## src/rtl/ps2_pkg.sv

```systemverilog
// Shared definitions for the PS/2 key sequencer: scan-code constants,
// one-hot FSM state encodings and the key-event record.
package ps2_pkg;

  localparam logic [7:0] SC_EXT    = 8'hE0;
  localparam logic [7:0] SC_BRK    = 8'hF0;
  localparam logic [7:0] SC_LSHIFT = 8'h12;
  localparam logic [7:0] SC_RSHIFT = 8'h59;
  localparam logic [7:0] SC_CTRL   = 8'h14;

  localparam logic [3:0] IDLE = 4'b0001;
  localparam logic [3:0] EXT  = 4'b0010;
  localparam logic [3:0] BRK  = 4'b0100;
  localparam logic [3:0] EMIT = 4'b1000;

  typedef enum logic [3:0] {
    ST_IDLE = IDLE,
    ST_EXT  = EXT,
    ST_BRK  = BRK,
    ST_EMIT = EMIT
  } state_t;

  // "repeat" is a reserved word, so the repeat flag is called rpt
  typedef struct packed {
    logic [7:0] code;
    logic       brk;
    logic       ext;
    logic       rpt;
  } key_evt_t;

  function automatic logic is_prefix(input logic [7:0] b);
    return (b == SC_EXT) || (b == SC_BRK);
  endfunction

endpackage

```

## src/rtl/ps2_sync_fifo.sv

```systemverilog
// Synchronous FIFO with occupancy count. Push and pop may occur in the same
// cycle; a push while full is accepted only when a pop frees a slot in that
// cycle. No write-to-read bypass: a byte written into an empty FIFO is not
// visible on rdata until the following cycle.
module ps2_sync_fifo #(
  parameter int DEPTH  = 8,
  parameter int CNT_W  = 4,
  parameter int DATA_W = 8
) (
  input  logic              clk,
  input  logic              rst,
  input  logic              push,
  input  logic [DATA_W-1:0] wdata,
  input  logic              pop,
  output logic [DATA_W-1:0] rdata,
  output logic [CNT_W-1:0]  count,
  output logic              full,
  output logic              empty
);

  localparam int AW = $clog2(DEPTH);

  logic [DATA_W-1:0] mem [DEPTH];
  logic [AW-1:0]     wr_ptr;
  logic [AW-1:0]     rd_ptr;
  logic              do_push;
  logic              do_pop;

  assign full    = (count == CNT_W'(DEPTH));
  assign empty   = (count == '0);
  assign do_pop  = pop && !empty;
  assign do_push = push && (!full || do_pop);
  assign rdata   = mem[rd_ptr];

  // storage array; contents need no reset, occupancy is tracked by count
  always_ff @(posedge clk) begin
    if (do_push) mem[wr_ptr] <= wdata;
  end

  // pointers and occupancy count
  always_ff @(posedge clk) begin
    if (rst) begin
      wr_ptr <= '0;
      rd_ptr <= '0;
      count  <= '0;
    end else begin
      if (do_push) wr_ptr <= wr_ptr + AW'(1);
      if (do_pop)  rd_ptr <= rd_ptr + AW'(1);
      case ({do_push, do_pop})
        2'b10:   count <= count + CNT_W'(1);
        2'b01:   count <= count - CNT_W'(1);
        default: count <= count;
      endcase
    end
  end

endmodule

```

## src/rtl/ps2_key_sequencer.sv

```systemverilog
// PS/2 key sequencer: buffers raw scan-code bytes, strips E0/F0 prefixes,
// presents one key event at a time on a valid/ready interface, and tracks
// shift/ctrl state plus typematic repeats.
// Build option: PS2_TYPEMATIC_FILTER_EN drops repeat makes instead of
// presenting them (evt_repeat then stays 0).
//
// state | meaning
// IDLE  | waiting for the first byte of an event
// EXT   | E0 seen, waiting for F0 or the code byte
// BRK   | F0 seen, waiting for the code byte
// EMIT  | event held on evt_* until evt_ready
module ps2_key_sequencer
  import ps2_pkg::*;
#(
  parameter int FIFO_DEPTH = 8,
  parameter int CNT_W      = 4
) (
  input  logic             clk,
  input  logic             rst,
  input  logic [7:0]       rx_data,
  input  logic             rx_valid,
  output logic             rx_overflow,
  output logic [CNT_W-1:0] fifo_count,
  output logic             evt_valid,
  input  logic             evt_ready,
  output logic [7:0]       evt_code,
  output logic             evt_break,
  output logic             evt_ext,
  output logic             evt_repeat,
  output logic             shift_flag,
  output logic             ctrl_flag
);

  state_t     state;
  key_evt_t   evt;
  logic       ext_q;
  logic       brk_q;
  logic       last_valid;
  logic [7:0] last_code;
  logic       last_ext;

  logic [7:0] fifo_rdata;
  logic       fifo_full;
  logic       fifo_empty;
  logic       pop;
  logic       capture;
  logic       last_hit;
  logic       cap_rpt;
  logic       present;

  assign pop      = !fifo_empty && (state != ST_EMIT);
  assign capture  = pop && !is_prefix(fifo_rdata);
  assign last_hit = last_valid && (last_code == fifo_rdata) && (last_ext == ext_q);
  assign cap_rpt  = !brk_q && last_hit;

`ifdef PS2_TYPEMATIC_FILTER_EN
  assign present    = !cap_rpt;
  assign evt_repeat = 1'b0;
`else
  assign present    = 1'b1;
  assign evt_repeat = evt.rpt;
`endif

  assign evt_valid = (state == ST_EMIT);
  assign evt_code  = evt.code;
  assign evt_break = evt.brk;
  assign evt_ext   = evt.ext;

  ps2_sync_fifo #(
    .DEPTH  (FIFO_DEPTH),
    .CNT_W  (CNT_W),
    .DATA_W (8)
  ) u_fifo (
    .clk   (clk),
    .rst   (rst),
    .push  (rx_valid),
    .wdata (rx_data),
    .pop   (pop),
    .rdata (fifo_rdata),
    .count (fifo_count),
    .full  (fifo_full),
    .empty (fifo_empty)
  );

  // sticky flag for a byte dropped at a full FIFO with no freeing pop
  always_ff @(posedge clk) begin
    if (rst)                                  rx_overflow <= 1'b0;
    else if (rx_valid && fifo_full && !pop)   rx_overflow <= 1'b1;
  end

  // prefix parser, event holding register, repeat and modifier tracking
  always_ff @(posedge clk) begin
    if (rst) begin
      state      <= ST_IDLE;
      evt        <= '0;
      ext_q      <= 1'b0;
      brk_q      <= 1'b0;
      last_valid <= 1'b0;
      last_code  <= '0;
      last_ext   <= 1'b0;
      shift_flag <= 1'b0;
      ctrl_flag  <= 1'b0;
    end else begin
      case (state)
        ST_IDLE, ST_EXT, ST_BRK: begin
          if (capture) begin
            ext_q <= 1'b0;
            brk_q <= 1'b0;
            if (!brk_q) begin
              last_valid <= 1'b1;
              last_code  <= fifo_rdata;
              last_ext   <= ext_q;
            end else if (last_hit) begin
              last_valid <= 1'b0;
            end
            if (present) begin
              evt.code <= fifo_rdata;
              evt.brk  <= brk_q;
              evt.ext  <= ext_q;
              evt.rpt  <= cap_rpt && present;
              state    <= ST_EMIT;
            end else begin
              state    <= ST_IDLE;
            end
          end else if (pop && (fifo_rdata == SC_BRK)) begin
            // F0 from IDLE or EXT starts a break; a second F0 in BRK is harmless
            brk_q <= 1'b1;
            state <= ST_BRK;
          end else if (pop && (fifo_rdata == SC_EXT) && (state == ST_IDLE)) begin
            // E0 after F0 is ignored, and repeated E0 simply stays in EXT
            ext_q <= 1'b1;
            state <= ST_EXT;
          end
        end
        ST_EMIT: begin
          if (evt_ready) begin
            state <= ST_IDLE;
            ext_q <= 1'b0;
            brk_q <= 1'b0;
            if (((evt.code == SC_LSHIFT) || (evt.code == SC_RSHIFT)) && !evt.ext)
              shift_flag <= !evt.brk;
            if (evt.code == SC_CTRL)
              ctrl_flag <= !evt.brk;
          end
        end
        default: state <= ST_IDLE;
      endcase
    end
  end

endmodule
```

## config.mk

```make
export PLATFORM = sky130hd
export DESIGN_NAME = ps2_key_sequencer
export DESIGN_NICKNAME = d
export VERILOG_FILES = /design/src/rtl/ps2_pkg.sv /design/src/rtl/ps2_sync_fifo.sv /design/src/rtl/ps2_key_sequencer.sv
export SDC_FILE = /design/constraint.sdc
export NUM_CORES = 1
export LEC_CHECK = 0
export ABC_AREA = 1
export CAP_MARGIN = 20
export CORE_MARGIN = 2
export CORE_UTILIZATION = 35
export DETAILED_ROUTE_END_ITERATION = 7
export PLACE_DENSITY_LB_ADDON = 0.25
export SYNTH_ARGS = -nofsm -noshare
export SYNTH_HDL_FRONTEND = slang
export SYNTH_SLANG_ARGS = --single-unit
```

## constraint.sdc

```tcl
create_clock -name clk -period 2.7 [get_ports clk]
set_input_delay 0.54 -clock clk [delete_from_list [all_inputs] [get_ports clk]]
set_output_delay 0.54 -clock clk [all_outputs]
set_load 0.1 [all_outputs]
```

==> flow_summary.yaml <==
cells_and_area:
  layout_common_cells: "nand2_1, inv_1, edfxtp_1"
  nets: 640
  mostFrequentLayoutCell: "nand2_1"
  final_util_pct: 40.8
  drive_gt1_share_pct: 8.93
  n_antenna_cell: 0
  stdcell_count: 807
  fill_cells: 1350
  syn_to_final_growth_pct: 14.6
critical_path:
  critPathMaxFanout: 7
  cp.required_ns: 2.94
  crit_chain: "nor2_1 -> nand3_1 -> inv_1 -> nand2_1 -> nand2_1 -> ha_1 -> nand2_1 -> inv_1 -> nor2_1 -> ha_1 -> a21oi_1 -> xor2_1 -> o21ai_0 -> inv_1"
  cp_slowest_cell: "dfxtp_1"
  end_kind: "flop"
  startpoint_type: "flop"
  max_stage_delay_ns: 0.34
  arrival_ns: 2.54
  path_class: "flop to flop"
synth:
  synth-simple-area-share_pct: 25.1
  synthAdderAreaFrac_pct: 1.27
  synth-edff-count: 64
  synthMuxAreaShare_pct: 0
  synth-xor-area-share_pct: 0.889
  synth_ff_type: "edfxtp_1"
  netlist_area_sq_um: 4930
  synth_compound_area_share_pct: 5.41
  synthTopCellsByArea: "edfxtp_1, dfxtp_1, nand2_1"
  synth_top_area_share_pct: 39.0
  synth.distinct_cells: 33
  synth_nets: 600
  synth_top_family_by_area: "simple AND/OR/NAND/NOR gates"
  ys_ff_latch: 107
  netlist_instances: 583
  yosysTopAreaCell: "edfxtp_1"
  synth_area_per_cell_sq_um: 8.45
  async_flop_share_pct: 0
  ys_seq_area_share_pct: 56.5
  yosys_warnings: 0
power:
  leakagePower_uw: 0.00253
  power_switching_uw: 2730
  internal_power_uw: 3370
  power_frac_comb_pct: 46.1
  power.share.sequential_pct: 35.0
  vdd_ir_drop_max_mv: 0.369
  switching_share_pct: 44.8
  finalPower_uw: 6100
  power_frac_clock_pct: 18.9
  powerDensity_nw_per_um2: 1080
sta:
  tightest_slew_ns: 0.444
  period_needed_ns: 2.30
  setup_violations: 0
  max_freq_mhz: 435
  finalCritPeriodShare_pct: 85.1
  worst_clock_skew_ns: 0.0101
  slew_viol_final: 0
  rsz0062_at_grt: "no"
  layout_setup_ws_ns: 0.403
  finalHoldViolCount: 0
  fin_setup_tns_ns: 0
  slew-limit-headroom_pct: 70.4
floorplan:
  initial_core_util_pct: 35.6
  rows: 43
  boundaryPins: 31
  core_sq_um: 13800
  dieWidth_um: 123
  fp.dieH_um: 123
  dieArea_sq_um: 15000
routing:
  first_iter_violations: 300
  vias: 3787
  dr.pass1.iters: 7
  routed_wl_mm: 10.7
  wire_per_inst_um: 13.3
  post-route-drc-count: 0
  viasPerCell: 4.69
  ant_nets: 0
clocking:
  clock_sinks: 107
  htreeDepth: 3
  worstSkewPairLatency_ns: 0.35
  numCtsBuffers: 9
  cts-resized-gates: 0
  postCtsHoldBufs: 0
  postCtsSetupBuffers: 0
  cts_buffer_depth: 2
  cts_root_buf: "clkbuf_16"
  cts_tree: "done"
  path_clk_slew_ns: 0.07
place:
  dp_hpwl_mm: 7.41
  place_congestion: 0.842
  post-place-ws_ns: 0.310
  port-buffer-count: 30
  post-place-cells: 792
global_route:
  grt_pass1_wl_mm: 17.7
  grt_pass1_vias: 3588
  grt_usage_pct: 15.4
  grt_start_max_net_pins: 34
  antenna_found_initial: 0
  grt.overflow.total: 0
min_path:
  hold_path.class: "flop to flop"
job:
  maxCapViolations: 0
outcome:
  status: "finished clean"
[layer usage]
layer | vias up | global-route usage (%) | share of wire [%]
met1 | 1762 | 20.5 | 46
met4 | 0 | 6.32 | 1.9
met3 | 17 | 3.49 | 4.3
met2 | 83 | 24.1 | 48
met5 | - | 0 | 0
li1 | 1925 | - | -
[cells in the mapped netlist, types with 2 or more instances]
library cell,n
inv_2,2
nand3_1,61
a31oi_1,3
dfxtp_1,43
ha_1,5
buf_2,2
nor2_1,61
buf_4,5
a21oi_1,25
o21ai_0,15
o211ai_1,2
inv_1,97
clkbuf_1,3
xor2_1,4
nand2_2,3
nand4_1,2
nand2_1,164
buf_8,2
nor3_1,3
buf_6,5
edfxtp_1,64
[flip-flops by register name, indices dropped and copies added (netlist names), 3 cells and up, named ones only]
| register | flops |
|---|---|
| u_fifo.mem | 64 |
| u_fifo.count | 4 |
| u_fifo.wr_ptr | 3 |
| last_code | 8 |
| u_fifo.rd_ptr | 3 |
| state | 4 |
| evt_code | 8 |
[cell families (layout without fill, tap and decap cells)]
family | count (synthesis) | after routing
and+or+nand+nor | 298 | 298
buffers and inverters | 119 | 163
DFF | 107 | 107
AOI/OAI and AO/OA | 49 | 49
adders and majority gates | 5 | 5
xor gates and xnor gates | 5 | 5
[final timing paths]
check | to | slack (ns) | cells past startpoint | start
max | u_fifo.count[2] | 0.40 | 14 | state[1]
max reg2reg | u_fifo.count[2] | 0.40 | 14 | state[1]
min | shift_flag | 0.45 | 2 | shift_flag
min reg2reg | shift_flag | 0.45 | 2 | shift_flag
[stage by stage]
stage                     hold WS, ns  instance area, sq um
after CTS                       0.455                  5650
after global placement          0.439                  5400
after detailed placement        0.444                  5400
final                           0.449                  5650
after floorplan                 0.433                  4930
after global routing            0.487                  5650
[cell type report]
type | instances | area, sq um | area share [%]
inverters | 102 | 393 | 6.96
clock inverters | 4 | 18.8 | 0.332
flip-flops and latches | 107 | 2780 | 49.3
well taps | 180 | 225 | 3.99
clock buffers | 11 | 233 | 4.12
repair buffers | 46 | 385 | 6.82
multi-input cells | 357 | 1610 | 28.5
[power groups by stage]
stage / clock network, uW / registers [uW] / logic, uW
after floorplan: 0 / 2660 / 1770
after global placement: 0 / 2160 / 2770
after detailed placement: 0 / 2160 / 2810
after CTS: 1180 / 2130 / 2820
after global routing: 1250 / 2160 / 3140
final: 1150 / 2130 / 2810
[worst max-delay path, delay by kind of cell (launching register included)]
kind | cells | cell delay [ns]
adder cells (fa/ha/maj) | 2 | 0.41
AND/OR/NAND/NOR | 6 | 0.76
flip-flops | 1 | 0.34
buffers and inverters | 3 | 0.31
XOR/XNOR | 1 | 0.09
AO/OA/AOI/OAI | 2 | 0.30
Note: power is estimated with default switching activity, not from simulation.
